File: config.mk
export PLATFORM = sky130hd
export DESIGN_NAME = sdram_report_uart
export DESIGN_NICKNAME = d
export VERILOG_FILES = /design/src/rtl/sdram_report_uart.sv
export SDC_FILE = /design/constraint.sdc
export NUM_CORES = 1
export LEC_CHECK = 0
export BUFFER_PORTS_ARGS = -buffer_cell sky130_fd_sc_hd__buf_2
export CORE_ASPECT_RATIO = 0.8
export CORE_UTILIZATION = 30
export DETAILED_ROUTE_END_ITERATION = 8
export PLACE_DENSITY = 0.56
export SKIP_LAST_GASP = 1
export SLEW_MARGIN = 10
export SYNTH_ARGS = -nofsm -noshare
export SYNTH_HDL_FRONTEND = slang
export SYNTH_SLANG_ARGS = --single-unit
export TNS_END_PERCENT = 10
File: constraint.sdc
create_clock -name clk -period 4 [get_ports clk]
set_input_delay 0.4 -clock clk [delete_from_list [all_inputs] [get_ports clk]]
set_output_delay 0.4 -clock clk [all_outputs]
set_load 0.01 [all_outputs]
File: src/rtl/sdram_report_uart.sv
// sdram_report_uart: formats tagged 32-bit report words as 11-character ASCII hex lines and sends them as 8N1 UART
module sdram_report_uart #(
    parameter int sysclk_frequency = 1250,
    parameter int baud_rate = 115200
) (
    input  logic        clk,
    input  logic        reset_in,
    input  logic        in_valid,
    output logic        in_ready,
    input  logic [7:0]  in_tag,
    input  logic [31:0] in_data,
    output logic        txd,
    output logic        busy,
    output logic [15:0] frames_sent
);
    localparam int RAW = (sysclk_frequency * 100000) / baud_rate;
    localparam int DIV = RAW < 2 ? 2 : RAW;
    localparam int CW = $clog2(DIV);
    typedef enum logic [1:0] {IDLE, START, DATA, STOP} state_t;
    state_t state, state_n;
    logic [39:0] hold;
    logic [3:0] idx, idx_n, nib;
    logic [2:0] bitn, bit_n;
    logic [CW-1:0] cnt, cnt_n;
    logic last, load, done, txd_n;
    logic [7:0] hex, ch;
    assign in_ready = state == IDLE;
    assign busy = state != IDLE;
    assign last = cnt == CW'(DIV - 1);
    // character under transmission, taken from the captured word only
    always_comb begin
        nib = 4'(hold[31:0] >> {4'd8 - idx, 2'b00});
        hex = nib < 4'd10 ? {4'h3, nib} : {4'h0, nib} + 8'h37;
        ch = idx == 4'd0 ? hold[39:32] : idx <= 4'd8 ? hex : idx == 4'd9 ? 8'h0D : 8'h0A;
    end
    // next-state logic; txd is precomputed so the pin comes straight from a flop
    always_comb begin
        state_n = state;
        idx_n = idx;
        bit_n = bitn;
        cnt_n = (state == IDLE || last) ? '0 : cnt + CW'(1);
        load = 1'b0;
        done = 1'b0;
        case (state)
            IDLE: if (in_valid) begin
                state_n = START;
                idx_n = 4'd0;
                load = 1'b1;
            end
            START: if (last) begin
                state_n = DATA;
                bit_n = 3'd0;
            end
            DATA: if (last) begin
                bit_n = bitn + 3'd1;
                if (bitn == 3'd7) state_n = STOP;
            end
            STOP: if (last) begin
                if (idx == 4'd10) begin
                    state_n = IDLE;
                    done = 1'b1;
                end else begin
                    idx_n = idx + 4'd1;
                    state_n = START;
                end
            end
            default: state_n = IDLE;
        endcase
        txd_n = state_n == START ? 1'b0 : state_n == DATA ? ch[bit_n] : 1'b1;
    end
    // state, capture register, serial output and frame counter
    always_ff @(posedge clk or negedge reset_in) begin
        if (!reset_in) begin
            state <= IDLE;
            idx <= '0;
            bitn <= '0;
            cnt <= '0;
            hold <= '0;
            txd <= 1'b1;
            frames_sent <= '0;
        end else begin
            state <= state_n;
            idx <= idx_n;
            bitn <= bit_n;
            cnt <= cnt_n;
            txd <= txd_n;
            if (load) hold <= {in_tag, in_data};
            if (done) frames_sent <= frames_sent + 16'd1;
        end
    end
endmodule

Yosys cells after proc, flatten, opt, wreduce, memory -nomap -nowiden --
Index checks and enable logic that the tools add are counted.
Operators by class: $add $sub $neg 6, magnitude comparators 3, equality and inequality tests 12, shifts and indexed selects 1, multiplexer cells 28, reductions and logical operators 6
Operators with widths (number):
- $shr 32x6->4 | 1
- $add 16x1->16 const B | 1
- $mux 7 | 2
- $mux 4 | 3
- $add 11x1->11 const B | 1
- $eq 11x11->1 const B | 1
- $mux 11 | 1
- $mux 2 | 5
- $mux 1 | 9
- $mux 3 | 3
- $eq 4x4->1 const B | 2
- $mux 8 | 1
- $pmux 2 s4 | 1
- $pmux 4 s2 | 1
- $add 4x6->7 const B | 1
- $eq 2x2->1 const B | 3
- $ne 2x2->1 const B | 3
- $pmux 3 s2 | 1
- $add 4x1->4 const B | 1
- $eq 2x1->1 const B | 2
- $le 4x4->1 const B | 1
- $logic_not 4->1 | 1
- $lt 3x4->1 const B | 1
- $lt 4x4->1 const B | 1
- 8 further kinds | 9
Word-level totals: register bits after elaboration 77, input bits 43

Logic depth before layout (Yosys ltp) --
Gate-level depths: netlist (run 1).
word-level depth 10, gate-level depth with buffers 15, mapped depth without buffers 13

Least setup slack after synthesis (run 1) --
OpenSTA, ideal clock, no wires.
kind reg-to-reg, from register idx[0], to register txd, setup time 0.090 ns, data arrival time 3.608 ns, required time 3.910 ns, slack 0.302 ns, stages on the path, launching flop included 16, buffers on the path 3, clock period less this slack 3.698 ns, cell sequence dfrtp_1 > buf_2 > buf_2 > inv_1 > ha_1 > buf_2 > xnor2_1 > a2111oi_0 > or4_1 > or2_1 > ha_1 > o31ai_2 > a311oi_1 > or3_1 > a21oi_1 > a311oi_1
Between the ends: cells in the longest elaborated chain, start to end 10, elaborated cells on any way between the ends 21
RTL lines:
- start, declared | line 22 | logic [3:0] idx, idx_n, nib;
- start signal, assigned | line 83 | idx <= idx_n;
- $sub 4x4->4 | line 32 | nib = 4'(hold[31:0] >> {4'd8 - idx, 2'b00});
- $shr 32x6->4 | line 32
- $add 4x6->7 / $lt 4x4->1 (equally long branches) | line 33 | hex = nib < 4'd10 ? {4'h3, nib} : {4'h0, nib} + 8'h37;
- $mux 7 | line 33
- $mux 7 | line 34 | ch = idx == 4'd0 ? hold[39:32] : idx <= 4'd8 ? hex : idx == 4'd9 ? 8'h0D : 8'h0A;
- $mux 8 | line 34
- $bmux 1 s3 | line 69 | txd_n = state_n == START ? 1'b0 : state_n == DATA ? ch[bit_n] : 1'b1;
- $mux 1 (implied by the code) | line 69
- $mux 1 | line 69
- $mux 1 * | line 69
- via txd_n | line 25 | logic last, load, done, txd_n;
- end signal, assigned | line 86 | txd <= txd_n;
- end, declared | line 12 | output logic txd,
Mark *: on every way through the listed nets, which the timed path passes. The rest lies on a longest branch. The select of a mux whose other input is x is not followed. A chain may end at the register's enable or synchronous reset.

Worst setup path in the final report (run 1) --
from register idx[1], to register txd
Same word-level chain as after synthesis.

==> results of run 1 <==
==> layout make-up <==
cell class,instances,area [um2]
Fill cell,1299,8110
Timing Repair Buffer,64,330
Tap cell,175,219
Multi-Input combinational cell,261,1970
Clock inverter,3,42.5
Sequential cell,77,1930
Inverter,12,45.0
Clock buffer,13,270
==> registers in the layout, indices dropped and copies added (netlist names) <==
register	count
bitn	3
cnt	11
frames_sent	16
hold	40
idx	4
state	2
txd	1
==> power groups by stage <==
| stage | clock network [uW] | logic, uW | registers (uW) |
|---|---|---|---|
| after CTS | 861 | 38.0 | 779 |
| after floorplan | 0 | 0.800 | 793 |
| after detailed placement | 0 | 38.0 | 793 |
| final | 836 | 35.5 | 779 |
| after global placement | 0 | 37.5 | 793 |
| after global routing | 892 | 41.5 | 779 |
==> cells in the final DEF, fill, tap and decap left out, types with 5 or more instances in the layout <==
master and n:
o21ai_0 12, xor2_1 14, nor2_1 27, a21oi_1 14
xnor2_1 14, nand4_1 7, nor2b_1 5, mux2i_1 8
buf_2 60, mux2_2 41, nand2_1 33, dfrtp_1 76
ha_1 15, nand3_1 11, clkbuf_16 9, and3_1 6
inv_1 11
==> layer usage <==
layer / routed length, um / vias to the layer above / global-route usage, %
met2: 3750 / 68 / 20.0
met5: 0 / - / 0
met1: 3860 / 1381 / 16.9
met3: 553 / 12 / 4.92
li1: - / 1409 / -
met4: 123 / 0 / 4.93
==> cell families after synthesis <==
logic type      Yosys count  synth area share (%)
compound gates           49                  8.10
buf+inv                  23                  2.26
xor+xnor                 28                  6.15
fa+ha+maj                15                  4.71
flops                    77                  48.4
mux                      53                  15.9
simple gates            116                  14.5
==> stage by stage <==
step | instances | total power (uW) | utilization [%] | setup slack (ns)
2_1_floorplan | 361 | 794 | - | 0.302
3_3_place_gp | 589 | 831 | 34.8 | 0.606
3_5_place_dp | 589 | 831 | 34.8 | 0.491
4_1_cts | 605 | 1680 | 37.2 | 0.464
5_1_grt | 605 | 1710 | 37.2 | 0.197
6_report | 605 | 1650 | 37.2 | 0.411
==> synthesized netlist by cell type (3+ instances only) <==
cell / instances
nand2b_1: 4
nand2_1: 34
a2111oi_0: 3
mux4_2: 4
nor3_1: 4
clkbuf_1: 4
inv_1: 11
nor2_1: 27
buf_2: 3
ha_1: 15
xnor2_1: 14
buf_1: 4
or3_1: 4
mux2_2: 41
and3_1: 6
a21oi_1: 14
nor2b_1: 5
xor2_1: 14
nand3_1: 11
nand4_1: 7
dfrtp_1: 76
o21ai_0: 12
mux2i_1: 8
==> path summary, 6_finish.rpt <==
path,from,endpoint,slack (ns),cells after the start
min,reset_in,frames_sent[14],0.21,1
max reg2reg,idx[1],txd,0.41,12
max in group asynchronous,reset_in,idx[1],3.16,1
min reg2reg,frames_sent[15],frames_sent[15],0.46,1
min in group clk,in_data[10],hold[10],0.29,2
max,idx[1],txd,0.41,12
==> results by group, run 1 <==
Job
  • Max-Cap Viols: 0

Floorplanning
  • FP Rows: 37
  • Chip width: 131 um
  • IO Pins: 62
  • Die area: 13800 um2
  • Starting density of the core: 30.9%
  • Core ar.: 12900 um2
  • Die Span Y: 105 um

Timing
  • Tmin final: 3.59 ns
  • Final setup violation count: 0
  • Clock skew: 0.00395 ns
  • RSZ-0062 raised after global routing: false
  • Least-Margin Pin Slew: 0.957 ns
  • Final Hold Viols: 0
  • Post-route clock period utilization: 89.7%
  • Min Hold Slack: 0.207 ns
  • F_max: 279 MHz
  • Max transition margin: 36.2%
  • Setup TNS: 0 ns
  • Max Slew Vio Count: 0

Final layout
  • Diode count: 0
  • Fraction of layout cells with a size suffix above 1: 30.2%
  • Post-synthesis to final-layout area growth: 20.6%
  • Finished Cell Area: 4800 um2
  • Layout net count: 483

Worst setup path
  • Crit path required time: 4.25 ns
  • Crit Path Class: flop to flop
  • Critical path launch point type: flop
  • Crit. End Element: flop
  • Slowest stage cell on the critical path: or4_1
  • Worst path max stage delay: 0.56 ns
  • Worst EP arrival: 3.84 ns
  • Crit-path cells: inv_1, ha_1, xnor2_1, a2111oi_0, or4_1, or2_1, ha_1, o31ai_2, a311oi_1, or3_1, a21oi_1, a311oi_1
  • Largest delay contributor family on the critical path: simple AND/OR/NAND/NOR gates
  • CP bufs+invs: 1
  • CP max FO: 8

Clock tree
  • Setup bufs post-CTS: 0
  • Htree depth: 3
  • Clock latency on the worst-skew pair: 0.33 ns
  • Root buffer cell: clkbuf_16
  • TritonCTS Buffers: 9
  • CTS sink cnt: 77
  • Longest Clk Path Bufs: 2
  • CTS tree: yes
  • Post-CTS Resized: 0
  • Clock edge transition at the registers on the reported setup and hold paths: 0.06 ns
  • Hold bufs inserted after CTS: 0

Synthesis
  • Distinct cells, synth: 52
  • Top FF cell, synth: dfrtp_1
  • Syn Area/Cell: 11.0 um2
  • Mapped cell area: 3990 um2
  • Async S/R FF share, synth: 100%
  • Synth top area cells: dfrtp_1 48%, mux2_2 12%, ha_1 4.7%
  • Post-synth top area share: 47.7%
  • Seq cells post-synth: 77
  • EDFF count, synth: 0
  • Cells after Synth: 361
  • Syn_nets: 419
  • Yosys warns: 0
  • Area leader, netlist: dfrtp_1
  • Sequential-to-total area share from yosys stat: 48.4%

Route
  • Drt first pass iters: 4
  • Routed wire length: 8.29 mm
  • Via count: 2870
  • Residual DRC count: 0
  • Initial DRC Count: 126
  • DR WL/cell: 13.7 um
  • Final ANT Viol Nets: 0
  • Vias per inst: 4.74

Pwr
  • Comb power frac: 2.2%
  • Psw: 323 uW
  • Part of the power in registers: 47.2%
  • Switch share: 19.6%
  • Power density over the cells: 344 nW/um2
  • Internal power: 1330 uW
  • Worst vdd ir: 198 uV
  • Clock Power Share: 50.6%
  • Leak: 0.00236 uW

Place
  • DP Wirelength: 6.09 mm
  • Port Buffers: 61
  • Placed cell area: 4490 um2
  • RD Place Congestion: 0.853

Status
  • Status: completed

Min path
  • Worst hold-check path type: input port to async pin

Global route
  • Initial antenna violation count: 0
  • First-pass GRT wire length: 13.9 mm
  • Number of global-route vias before repair: 2899
  • Gr usage total: 13.2%
  • Grt total ovfl: 0
  • Largest net degree at the start of global routing: 78
No activity file was read; power rests on OpenSTA's default activity.
==> run 2, diff against run 1 <==
- PLACE_DENSITY: 0.56 -> 0.57
- clock period: 4 -> 3.05 ns (I/O delays scaled with it)
==> run 2 against run 1 <==
Net effect: die area is the same; clock skew increased by 0.0012 ns; final cell count rose by 1.5%; critical path type unchanged; critical endpoint unchanged; highest routed layer unchanged.
==> results by group, run 2 (synthesis gave the netlist of run 1 again) <==
Route
  • Drt first pass iters: 5
  • Initial DRC Count: 215
  • Residual DRC count: 0
  • Vias per inst: 4.80
  • Routed wire length: 8.36 mm
  • Via count: 2947
  • Final ANT Viol Nets: 0
  • DR WL/cell: 13.6 um

Final layout
  • Total of fill cells in the finished design: 1270
  • Largest register FFs: 40
  • Register area: 1930 um2
  • Diode count: 0
  • Largest registers: hold x40, frames_sent x16, cnt x11
  • Top reg by flops: hold
  • Multi-input gate area: 2060 um2
  • Commonest non-fill, non-tap cell in the layout: dfrtp_1
  • Fraction of layout cells with a size suffix above 1: 33.7%
  • Layout net count: 492
  • Most frequent cells in the layout: 75 x dfrtp_1, 60 x buf_2, 41 x mux2_2, 34 x nand2_1, 27 x nor2_1
  • Post-synthesis to final-layout area growth: 24.5%

Global route
  • Gr usage total: 13.5%
  • Met2 Use GR: 20.4%
  • GR peak layer: met2
  • Initial antenna violation count: 0
  • Number of global-route vias before repair: 2981
  • First-pass GRT wire length: 14.4 mm
  • Met1 GRT Util: 18.4%
  • Grt total ovfl: 0
  • Global-route met3 utilization: 3.84%
  • Largest net degree at the start of global routing: 78

Timing
  • Clock skew: 0.00517 ns
  • Max transition margin: 36.4%
  • Post-route clock period utilization: 97.2%
  • F_max: 337 MHz
  • Final Hold Viols: 0
  • RSZ-0062 raised after global routing: true
  • Least-Margin Pin Slew: 0.955 ns
  • Final setup violation count: 0
  • Setup TNS: 0 ns
  • Max Slew Vio Count: 0
  • Tmin final: 2.97 ns

Status
  • Status: completed

Worst setup path
  • Critical path launch point type: flop
  • Largest delay contributor family on the critical path: simple AND/OR/NAND/NOR gates
  • CP dominant cell by count: ha_4
  • Crit path required time: 3.28 ns
  • Worst EP arrival: 3.20 ns
  • Worst path max stage delay: 0.53 ns
  • Crit-path cells: inv_6, ha_4, xor2_4, and3_4, or4_4, or2_4, ha_4, o31ai_4, a31oi_1, o2111ai_1, a21oi_1, a311oi_1
  • CP max FO: 5
  • Slowest stage cell on the critical path: or4_4
  • Flop2flop setup slack: 0.08 ns
  • CP bufs+invs: 1
  • Crit. End Element: flop
  • Crit Path Class: flop to flop

Clock tree
  • Clock edge transition at the registers on the reported setup and hold paths: 0.06 ns
  • Clock latency on the worst-skew pair: 0.33 ns
  • CTS sink cnt: 77
  • Root buffer cell: clkbuf_16
  • TritonCTS Buffers: 9
  • Longest Clk Path Bufs: 2
  • CTS tree: yes
  • Htree depth: 3
  • Hold bufs inserted after CTS: 0

Floorplanning
  • Die Span Y: 105 um
  • Starting density of the core: 30.9%
  • Die area: 13800 um2
  • Core ar.: 12900 um2
  • IO Pins: 62
  • FP Rows: 37
  • Chip width: 131 um

Place
  • RD Place Congestion: 0.891
  • DP Wirelength: 6.16 mm
  • Port Buffers: 61

Min path
  • Worst hold-check path type: input port to async pin

Pwr
  • Final Total Pwr: 2140 uW
  • Power density over the cells: 431 nW/um2
  • Worst vdd ir: 249 uV
  • Leak: 0.00242 uW

Job
  • Max-Cap Viols: 0
-- run 2: cell types whose count changed in the layout (fill, tap and decap cells not counted), sizes merged --
cell      delta
buf          +9
clkinv       +1
clkinvlp     -1
-- run 2: final timing paths --
| path | start | endpoint | cells after the start |
|---|---|---|---|
| worst min register to register | frames_sent[15] | frames_sent[15] | 1 |
| worst min-delay path | reset_in | frames_sent[14] | 1 |
| min in group clk | in_data[10] | hold[10] | 2 |
| worst max register to register | idx[0] | txd | 12 |
| max in group asynchronous | reset_in | idx[0] | 1 |
| worst max-delay path | idx[0] | txd | 12 |
-- run 2: per-layer routing --
metal / part of all wire, % / vias up
met1: 50 / 1424
met2: 44 / 79
met5: 0 / -
met4: 0.81 / 0
met3: 4.9 / 8
li1: - / 1436
-- run 2: where the power goes --
group          total, uW  internal [uW]  switching, uW
clock               1070            678            392
sequential          1020           1020              0
combinational       47.6           19.7           27.9
-- run 2: area by class of cell --
type | instances | share of cell area [%]
tap | 175 | 4.41
clock buffer | 13 | 5.25
inverter | 12 | 1.01
timing repair buffer | 73 | 8.10
sequential | 77 | 38.9
multi-input combinational | 261 | 41.5
clock inverter | 3 | 0.883
-- run 2: per-stage QoR --
| stage | utilization, % | worst slack [ns] | instances | area [um2] | hold slack [ns] |
|---|---|---|---|---|---|
| 6_report | 38.4 | 0.0845 | 614 | 4960 | 0.117 |
| 5_1_grt | 38.4 | -0.0974 | 614 | 4960 | 0.187 |
| 4_1_cts | 38.3 | 0.00441 | 612 | 4940 | 0.173 |
| 3_5_place_dp | 35.9 | 0.0113 | 596 | 4630 | 0.452 |
| 3_3_place_gp | 35.9 | 0.123 | 596 | 4630 | 0.451 |
| 2_1_floorplan | - | -0.134 | 361 | 4110 | 0.00941 |
-- run 2: repair_timing --
action,in CTS,in global routing
buffers inserted,0,2
pin swaps,1,9
gates resized for setup,1,4
endpoints found under the setup margin,1,1
==> run 3, diff against run 2 <==
- ABC_AREA: unset -> 1
- SETUP_SLACK_MARGIN: unset -> 0.5
- TNS_END_PERCENT: 10 -> unset
==> run 3 against run 2 <==
Net effect: sequential power is essentially flat; critical path depth grew 7; final cell count grew 21%; register-to-register slack gained 0.55 ns; sequential share of layout area shrank 0.33 points; total power shrank 1.6%; worst setup slack gained 0.55 ns; via count grew 14%; utilization shrank 0.38 points; count of clock-buffer cells in the layout shrank 1; final area grew 0.78%; maximum frequency grew 23%; critical path type unchanged; largest cell class unchanged.
==> results by group, run 3 <==
Worst setup path
  • Crit Path Class: flop to flop
  • Slowest stage cell on the critical path: dfrtp_1
  • Worst path max stage delay: 0.42 ns
  • Worst EP arrival: 2.66 ns
  • Crit. End Element: flop
  • CP dominant cell by count: nand2_1
  • CP bufs+invs: 4
  • CP max FO: 11
  • Crit-path cells: inv_2, ha_4, buf_4, nor2_1, o21ai_0, nand2_1, nor2_1, nor2_2, inv_1, ha_1, inv_1, nand3_1, nand2_1, nand2_1, nand2_1, nand3_1, nand2_1, nand2_1, a21oi_1
  • Crit path required time: 3.30 ns
  • Critical path launch point type: flop
  • Largest delay contributor family on the critical path: simple AND/OR/NAND/NOR gates

Synthesis
  • Post-synth top area share: 45.9%
  • Leading cell types by count after synthesis: 96 x nand2_1, 76 x dfrtp_1, 66 x nor2_1
  • Area leader, netlist: dfrtp_1
  • Async S/R FF share, synth: 100%
  • Yosys warns: 0
  • Syn Area/Cell: 8.43 um2
  • Count leader, synth: nand2_1
  • Sequential-to-total area share from yosys stat: 46.6%
  • EDFF count, synth: 0
  • Distinct cells, synth: 37
  • Syn_nets: 549
  • Cells after Synth: 491
  • Synth top area cells: dfrtp_1 46%, nand2_1 8.7%, nor2_1 6.0%
  • Mapped cell area: 4140 um2
  • Top FF cell, synth: dfrtp_1
  • Seq cells post-synth: 77

Global route
  • Largest net degree at the start of global routing: 78
  • Number of global-route vias before repair: 3440
  • Grt total ovfl: 0
  • Initial antenna violation count: 0
  • Gr usage total: 13.7%
  • First-pass GRT wire length: 15.5 mm

Clock tree
  • Hold bufs inserted after CTS: 0
  • CTS sink cnt: 77
  • Root buffer cell: clkbuf_16
  • Clock edge transition at the registers on the reported setup and hold paths: 0.06 ns
  • Longest Clk Path Bufs: 2
  • TritonCTS Buffers: 9
  • Htree depth: 3
  • Clock latency on the worst-skew pair: 0.34 ns
  • CTS tree: yes

Timing
  • Clock skew: 0.00555 ns
  • Setup TNS: 0 ns
  • F_max: 415 MHz
  • Final setup violation count: 0
  • Max Slew Vio Count: 0
  • Tmin final: 2.41 ns
  • Least-Margin Pin Slew: 0.967 ns
  • Post-route clock period utilization: 79.1%
  • Max transition margin: 35.6%
  • Final Hold Viols: 0
  • RSZ-0062 raised after global routing: false

Place
  • Placed cell area: 4650 um2
  • RD Place Congestion: 0.874
  • Port Buffers: 61
  • DP Wirelength: 6.57 mm

Pwr
  • Leak: 0.00269 uW
  • Power density over the cells: 421 nW/um2
  • Final Total Pwr: 2110 uW
  • Worst vdd ir: 342 uV

Final layout
  • Commonest non-fill, non-tap cell in the layout: nand2_1
  • Largest registers: hold x40, frames_sent x16, cnt x11
  • Largest register FFs: 40
  • Layout net count: 620
  • Post-synthesis to final-layout area growth: 20.8%
  • Diode count: 0
  • Total of fill cells in the finished design: 1364
  • Most frequent cells in the layout: 94 x nand2_1, 76 x dfrtp_1, 63 x nor2_1, 60 x buf_2, 58 x inv_1
  • Fraction of layout cells with a size suffix above 1: 24.2%
  • Finished Cell Area: 5000 um2
  • Top reg by flops: hold

Route
  • Final ANT Viol Nets: 0
  • Routed wire length: 8.95 mm
  • Via count: 3355
  • Initial DRC Count: 149
  • DR WL/cell: 12.1 um
  • Vias per inst: 4.52
  • Residual DRC count: 0
  • Drt first pass iters: 4

Floorplanning
  • Chip width: 133 um
  • Die area: 14300 um2
  • FP Rows: 37
  • IO Pins: 62
  • Die Span Y: 107 um
  • Core ar.: 13100 um2
  • Starting density of the core: 31.5%

Min path
  • Worst hold-check path type: input port to async pin

Status
  • Status: completed

Job
  • Max-Cap Viols: 0
## run 3: cell types whose count changed in the layout (fill, tap and decap cells not counted), moves of 8 or more
cell and delta:
nand2_1 +60, inv_1 +49, nor2_1 +36, a21oi_1 +26, mux2_2 -23, nand3_1 +22
mux2i_1 -8
## run 3: kinds of logic after synthesis
| group | Yosys count | synth area share, % |
|---|---|---|
| simple gates | 228 | 25.7 |
| buf+inv | 77 | 7.32 |
| flops | 77 | 46.6 |
| compound gates | 60 | 7.56 |
| mux | 18 | 4.90 |
| xor+xnor | 16 | 3.39 |
| fa+ha+maj | 15 | 4.53 |
## run 3: final cells by class
type | instances | area (um2) | area share (%)
Multi-Input combinational cell | 337 | 1940 | 38.7
Clock buffer | 12 | 236 | 4.73
Tap cell | 175 | 219 | 4.38
Clock inverter | 4 | 48.8 | 0.976
Inverter | 67 | 255 | 5.11
Timing Repair Buffer | 70 | 375 | 7.51
Sequential cell | 77 | 1930 | 38.6
## run 3: power breakdown
part           internal, uW  total [uW]  switching [uW]
clock network           633        1040             407
logic                  19.1        45.7            26.6
registers              1020        1020               0
total                  1670        2110             433
## run 3: timing repair
item | CTS | global route
resized for setup | 3 | 8
endpoints found under the hold margin | 0 | 0
setup buffers | 0 | 5
setup endpoints to repair | 1 | 1
pin swaps | 0 | 3
## run 3: per-stage QoR
step / utilization [%] / setup slack, ns / hold slack, ns / instances
detailed placement: 35.3 / 0.334 / 0.466 / 721
global placement: 35.3 / 0.491 / 0.456 / 721
floorplan: - / 0.627 / 0.00941 / 491
finish: 38.0 / 0.639 / 0.123 / 742
global route: 38.0 / 0.492 / 0.187 / 742
CTS: 37.6 / 0.523 / 0.171 / 737
## run 3: path summary, 6_finish.rpt
kind / from / endpoint / slack, ns / cells after the start
max in group asynchronous: reset_in / cnt[2] / 2.30 / 1
min reg2reg: frames_sent[15] / frames_sent[15] / 0.48 / 1
max: idx[1] / txd / 0.64 / 19
min in group clk: in_data[0] / hold[0] / 0.20 / 2
min: reset_in / hold[33] / 0.12 / 1
max reg2reg: idx[1] / txd / 0.64 / 19
## run 3: metal layers
layer  GRT usage (%)  vias up  wire length [um]
li1                -     1712                 -
met1            16.7     1577              4210
met2            23.0       58              4270
met3            3.50        8               379
met4            5.60        0                91
met5               0        -                 0
